--- config.mk ---
export PLATFORM = sky130hd
export DESIGN_NAME = led_pwm_ctrl
export DESIGN_NICKNAME = d
export VERILOG_FILES = /design/src/rtl/led_pwm_ctrl.sv
export SDC_FILE = /design/constraint.sdc
export NUM_CORES = 1
export LEC_CHECK = 0
export CORE_AREA = 2 2 96 75
export CTS_BUF_LIST = sky130_fd_sc_hd__clkbuf_8 sky130_fd_sc_hd__clkbuf_16
export CTS_CLUSTER_DIAMETER = 150
export CTS_CLUSTER_SIZE = 30
export DETAILED_ROUTE_END_ITERATION = 7
export DIE_AREA = 0 0 98 77
export GPL_TIMING_DRIVEN = 0
export PLACE_DENSITY_LB_ADDON = 0.15
export SLEW_MARGIN = 20
export SYNTH_ARGS = -nofsm -noshare
export SYNTH_HDL_FRONTEND = slang
export SYNTH_SLANG_ARGS = --single-unit
--- constraint.sdc ---
create_clock -name clk -period 1.4 [get_ports clk]
set_input_delay 0.21 -clock clk [delete_from_list [all_inputs] [get_ports clk]]
set_output_delay 0.21 -clock clk [all_outputs]
set_load 0.02 [all_outputs]
--- src/rtl/led_pwm_ctrl.sv ---
// LED controller: memory-mapped DATA/MODE/DUTY/BLINK registers driving PWM-dimmed, optionally blinking LEDs.
// Optional blink logic is built only when the LED_PWM_BLINK_EN macro is defined.
module led_pwm_ctrl #(
   parameter int LEDS_WIDTH = 8,
   parameter int PWM_BITS   = 8,
   parameter int PRESCALE   = 16
) (
   input  logic                  clk,
   input  logic                  rst_n,
   input  logic                  read_request_i,
   input  logic                  write_request_i,
   input  logic [31:0]           address_i,
   input  logic [31:0]           write_data_i,
   output logic [31:0]           read_data_o,
   output logic                  response_o,
   output logic [LEDS_WIDTH-1:0] leds
);

   localparam int PRESC_W = (PRESCALE > 1) ? $clog2(PRESCALE) : 1;
   localparam logic [PRESC_W-1:0] PRESC_LAST = PRESC_W'(PRESCALE - 1);

   typedef enum logic [1:0] {
      REG_DATA  = 2'd0,
      REG_MODE  = 2'd1,
      REG_DUTY  = 2'd2,
      REG_BLINK = 2'd3
   } reg_sel_e;

   reg_sel_e              w_sel;
   logic                  w_wr_data;
   logic                  w_wr_mode;
   logic                  w_wr_duty;
   logic                  w_wr_blink;
   logic                  w_tick;
   logic                  w_pwm_on;
   logic                  w_blink_phase;
   logic [15:0]           w_blink_rd;
   logic [LEDS_WIDTH-1:0] w_gate;
   logic                  w_unused_bits;

   logic [LEDS_WIDTH-1:0] r_data;
   logic [LEDS_WIDTH-1:0] r_mode;
   logic [PWM_BITS-1:0]   r_duty;
   logic [PRESC_W-1:0]    r_presc;
   logic [PWM_BITS-1:0]   r_pwm_cnt;
   logic [LEDS_WIDTH-1:0] r_leds;

   assign w_sel      = reg_sel_e'(address_i[3:2]);
   assign w_wr_data  = write_request_i && (w_sel == REG_DATA);
   assign w_wr_mode  = write_request_i && (w_sel == REG_MODE);
   assign w_wr_duty  = write_request_i && (w_sel == REG_DUTY);
   assign w_wr_blink = write_request_i && (w_sel == REG_BLINK);

   // Only address bits [3:2] and the low register bits of the write data are decoded.
   assign w_unused_bits = ^{address_i, write_data_i};

   assign response_o = read_request_i | write_request_i;

   // NOTE: synchronous reset sits inside the clocked branch, so it wins over any same-edge write.
   always_ff @(posedge clk) begin
      if (!rst_n) begin
         r_data <= '0;
         r_mode <= '0;
         r_duty <= '0;
      end else begin
         if (w_wr_data) r_data <= write_data_i[LEDS_WIDTH-1:0];
         if (w_wr_mode) r_mode <= write_data_i[LEDS_WIDTH-1:0];
         if (w_wr_duty) r_duty <= write_data_i[PWM_BITS-1:0];
      end
   end

   assign w_tick = (r_presc == PRESC_LAST);

   // A DUTY write never disturbs the counters, so the new level applies mid-period.
   always_ff @(posedge clk) begin
      if (!rst_n) begin
         r_presc   <= '0;
         r_pwm_cnt <= '0;
      end else if (w_tick) begin
         r_presc   <= '0;
         r_pwm_cnt <= r_pwm_cnt + 1'b1;
      end else begin
         r_presc   <= r_presc + 1'b1;
      end
   end

   assign w_pwm_on = (r_pwm_cnt < r_duty);

`ifdef LED_PWM_BLINK_EN
   logic        w_pwm_wrap;
   logic [15:0] r_blink;
   logic [15:0] r_blink_cnt;
   logic        r_blink_phase;

   assign w_pwm_wrap = w_tick && (&r_pwm_cnt);

   // Counts PWM periods; phase flips after BLINK of them, BLINK=0 parks the LEDs in the on phase.
   always_ff @(posedge clk) begin
      if (!rst_n) begin
         r_blink       <= '0;
         r_blink_cnt   <= '0;
         r_blink_phase <= 1'b1;
      end else if (w_wr_blink) begin
         r_blink       <= write_data_i[15:0];
         r_blink_cnt   <= '0;
         r_blink_phase <= 1'b1;
      end else if (r_blink == 16'd0) begin
         r_blink_cnt   <= '0;
         r_blink_phase <= 1'b1;
      end else if (w_pwm_wrap) begin
         if (r_blink_cnt == r_blink - 16'd1) begin
            r_blink_cnt   <= '0;
            r_blink_phase <= ~r_blink_phase;
         end else begin
            r_blink_cnt   <= r_blink_cnt + 16'd1;
         end
      end
   end

   assign w_blink_phase = r_blink_phase;
   assign w_blink_rd    = r_blink;
`else
   logic w_unused_blink_wr;

   assign w_unused_blink_wr = w_wr_blink;
   assign w_blink_phase     = 1'b1;
   assign w_blink_rd        = 16'h0;
`endif

   // NOTE: default assignment first keeps this combinational read mux latch-free.
   always_comb begin
      read_data_o = 32'h0;
      if (read_request_i) begin
         case (w_sel)
            REG_DATA:  read_data_o[LEDS_WIDTH-1:0] = r_data;
            REG_MODE:  read_data_o[LEDS_WIDTH-1:0] = r_mode;
            REG_DUTY:  read_data_o[PWM_BITS-1:0]   = r_duty;
            REG_BLINK: read_data_o[15:0]           = w_blink_rd;
            default:   read_data_o                 = 32'h0;
         endcase
      end
   end

   assign w_gate = {LEDS_WIDTH{w_pwm_on & w_blink_phase}};

   // Static LEDs follow DATA; modulated LEDs are additionally gated by PWM and blink phase.
   always_ff @(posedge clk) begin
      if (!rst_n) begin
         r_leds <= '0;
      end else begin
         r_leds <= r_data & (~r_mode | w_gate);
      end
   end

   assign leds = r_leds;

endmodule
==> results.yml <==
logic_synthesis:
  yosysSeqAreaShare: 0.360
  syn-instance-count: 273
  syn_avg_cell_area_um2: 8.97
  ys.warnings.count: 0
  synth_cell_type_count: 35
  syn_area_mm2: 0.00245
  synth.ff_latch_count: 44
setup_path:
  timing.critical_path.slowest_stage_cell: "sky130_fd_sc_hd__dfxtp_2"
  crit_chain: "inv_2, ha_4, a211o_1, o211ai_4, buf_6, nand3_2, o211ai_1"
  r2r_cells: 7
  r2r_start: "r_duty[5]"
  crit_path_max_incr_delay_ps: 360
  critPathArrivalTime_ps: 1810
  cp.required_ps: 1610
  worst_r2r_endpoint: "leds[1]"
  crit_start: "r_duty[5]"
  ff2ff_setup_slack_ps: -200
  critical_path.max_fanout: 4
  timing.critical_path.to_type: "register"
  startpoint_type: "register"
  critical_path_class: "reg2reg"
  critical_path.endpoint: "leds[1]"
die:
  die_width_um: 98
  initial_utilization: 0.371
  pin_count: 109
  row_count: 26
  core_mm2: 0.00660
  die_height_um: 77
  floorplan.die_area_mm2: 0.00755
cells_and_area:
  nets: 431
  layout.cell_area.non_filler_mm2: 0.00336
  diodes: 0
  drive_above_1_share: 0.332
  syn2layout_area_growth_pct: 37.2
placement:
  pre_cts_ws_ps: -949
  dp.final_hpwl_mm: 4.29
  placement.io_buffers: 29
  detailed_place.area_mm2: 0.00295
  gp_routability_congestion: 0.814
route:
  drt_iter0_drc: 97
  viasPerCell: 4.72
  wl_mm: 6.14
  routed-via-count: 2071
  drt_pass1_iterations: 4
  avgRoutedWirePerCell_um: 14.0
  drc: 0
  drtAntennaViolNets: 0
timing:
  fin_setup_tns_ps: -1140
  grt_setup_unrepaired: "yes"
  hold_viol: 0
  timing.fmax_mhz: 627
  slew_viol_final: 0
  setup-violations-final: 9
  postLayoutSetupSlackWorst_ps: -196
  skew_ps: 11.6
  layout_worst_path_cycle_share: 1.14
  clock_period_minus_worst_slack_ps: 1600
global_route:
  grt.overflow.total: 0
  number_of_antenna_violations_at_the_first_check_in_global_routing: 0
  groute.usage.overall: 0.166
  grt_pass1_vias: 2034
  wire_length_of_the_first_global_routing_pass_mm: 9.98
  grt_start_max_net_pins: 14
clock_network:
  htree_num_levels: 2
  worstSkewPairLatency_ps: 300
  clk_pin_slew_ps: 90
  ctsRootBufferMaster: "sky130_fd_sc_hd__clkbuf_8"
  cts-root-to-sink-buffers: 2
  cts_hold_repair.buffers: 0
  numCtsBuffers: 5
  tritoncts_clock_tree: "yes"
  cts.sinks: 44
power:
  powerDensity_mw_per_mm2: 783
  vdd_ir_drop_max_mv: 0.362
  leakage_nw: 1.44
  total_power_mw: 2.63
worst_hold_path:
  hold_path.class: "in2reg"
status:
  outcome: "finished with violations"
  violations_in_the_final_reports: "setup timing"
flow_run:
  maxCapViolCount: 0
[synth_stat cells (all sizes together)]
master  instances  share of area
nand3          19          0.041
nor3            2         0.0082
dfxtp          44           0.36
conb            1         0.0015
nand2          22          0.034
xor2            3          0.011
mux2i          24          0.098
or2             1         0.0026
and3            3         0.0077
buf            34           0.10
a21oi           1         0.0020
nand2b          1         0.0026
a211oi          1         0.0031
nand3b          9          0.028
a211o           1         0.0036
a21boi         10          0.031
clkbuf          5         0.0082
nor3b           1         0.0051
nor2            1         0.0015
ha              9          0.046
inv             8          0.012
nor2b          18          0.046
o211ai          9          0.030
or3             1         0.0026
xnor2           4          0.014
and2           16          0.041
o21ai          12          0.025
o21bai          1         0.0031
nand4          12          0.031
[per-layer routing]
layer | wire length (um) | up-vias | GRT usage
met1 | 3140 | 963 | 0.229
met2 | 2680 | 48 | 0.265
met5 | 0 | - | 0
li1 | - | 1055 | -
met3 | 275 | 5 | 0.0383
met4 | 45 | 0 | 0.0333
[layout by cell type (no fill, tap or decap), types with 2 or more instances in the layout]
cell type	n
sky130_fd_sc_hd__nor2b_1	18
sky130_fd_sc_hd__o211ai_1	8
sky130_fd_sc_hd__mux2i_1	23
sky130_fd_sc_hd__dfxtp_4	7
sky130_fd_sc_hd__dlygate4sd2_1	10
sky130_fd_sc_hd__xnor2_1	4
sky130_fd_sc_hd__and2_1	14
sky130_fd_sc_hd__o21ai_0	4
sky130_fd_sc_hd__ha_1	6
sky130_fd_sc_hd__nand3_1	12
sky130_fd_sc_hd__buf_4	47
sky130_fd_sc_hd__buf_6	13
sky130_fd_sc_hd__nor3_2	2
sky130_fd_sc_hd__clkbuf_1	3
sky130_fd_sc_hd__and3_1	2
sky130_fd_sc_hd__o21ai_1	8
sky130_fd_sc_hd__inv_1	8
sky130_fd_sc_hd__nand4_1	12
sky130_fd_sc_hd__xor2_1	3
sky130_fd_sc_hd__a21boi_0	9
sky130_fd_sc_hd__and2_4	2
sky130_fd_sc_hd__dfxtp_2	14
sky130_fd_sc_hd__dfxtp_1	23
sky130_fd_sc_hd__nand3b_1	9
sky130_fd_sc_hd__conb_1	24
sky130_fd_sc_hd__nand3_2	6
sky130_fd_sc_hd__nand2_1	22
sky130_fd_sc_hd__ha_4	2
sky130_fd_sc_hd__clkdlybuf4s50_1	8
sky130_fd_sc_hd__buf_2	5
sky130_fd_sc_hd__clkbuf_8	7
[report_power, final]
part	internal (mW)	switching [mW]	total, mW
clock network	0.395	0.456	0.851
registers	1.28	0.0287	1.31
logic	0.217	0.254	0.471
[cell families after synthesis]
logic type                 after synthesis  synth area share
and+or+nand+nor                        106             0.250
other                                    1           0.00153
DFF                                     44             0.360
xor gates and xnor gates                 7            0.0250
buffers and inverters                   47             0.124
AOI/OAI and AO/OA                       35            0.0965
muxes                                   24            0.0981
adders and majority gates                9            0.0460
[timing repair]
item                                    4_1_cts  5_1_grt
gates resized for setup                     100       31
setup buffers                                11        9
endpoints found under the setup margin       30       21
pin swaps                                     5       12
gates cloned                                  2        0
[how the worst min path moves through the flow]
| stage | cells past startpoint | from | to | slack [ps] |
|---|---|---|---|---|
| after floorplan | 2 | write_data_i[5] | r_duty[5] | 360 |
| after global placement | 1 | r_presc[0] | r_presc[0] | 450 |
| after detailed placement | 1 | r_presc[0] | r_presc[0] | 460 |
| after CTS | 3 | rst_n | leds[3] | 230 |
| after global routing | 3 | rst_n | leds[3] | 250 |
| final | 3 | rst_n | leds[3] | 240 |
[critical path: cells and delay by family (launching register included)]
| family | cells | cell delay (ps) |
|---|---|---|
| AOI/OAI and AO/OA | 3 | 660 |
| buffers and inverters | 2 | 210 |
| adders and majority gates | 1 | 210 |
| DFF | 1 | 360 |
| and+or+nand+nor | 1 | 60 |
[final cells by class]
| class | count | area (um2) |
|---|---|---|
| Buffer | 39 | 295 |
| Tap cell | 84 | 105 |
| Clock inverter | 2 | 11.3 |
| Timing Repair Buffer | 51 | 469 |
| Fill cell | 644 | 3240 |
| Sequential cell | 44 | 925 |
| Multi-Input combinational cell | 205 | 1440 |
| Inverter | 8 | 30.0 |
| Clock buffer | 6 | 82.6 |
[flip-flops by register name (all words and copies together) (netlist names)]
name and flops:
leds 8, r_data 8, r_duty 8, r_mode 8, r_pwm_cnt 8, r_presc 4
[per-stage QoR]
stage / instances / hold slack, ps / utilization
finish: 439 / 238 / 0.509
global route: 439 / 254 / 0.509
CTS: 430 / 234 / 0.486
detailed placement: 409 / 461 / 0.447
global placement: 409 / 450 / 0.447
floorplan: 296 / 359 / -
Note: power is estimated with default switching activity, not from simulation.
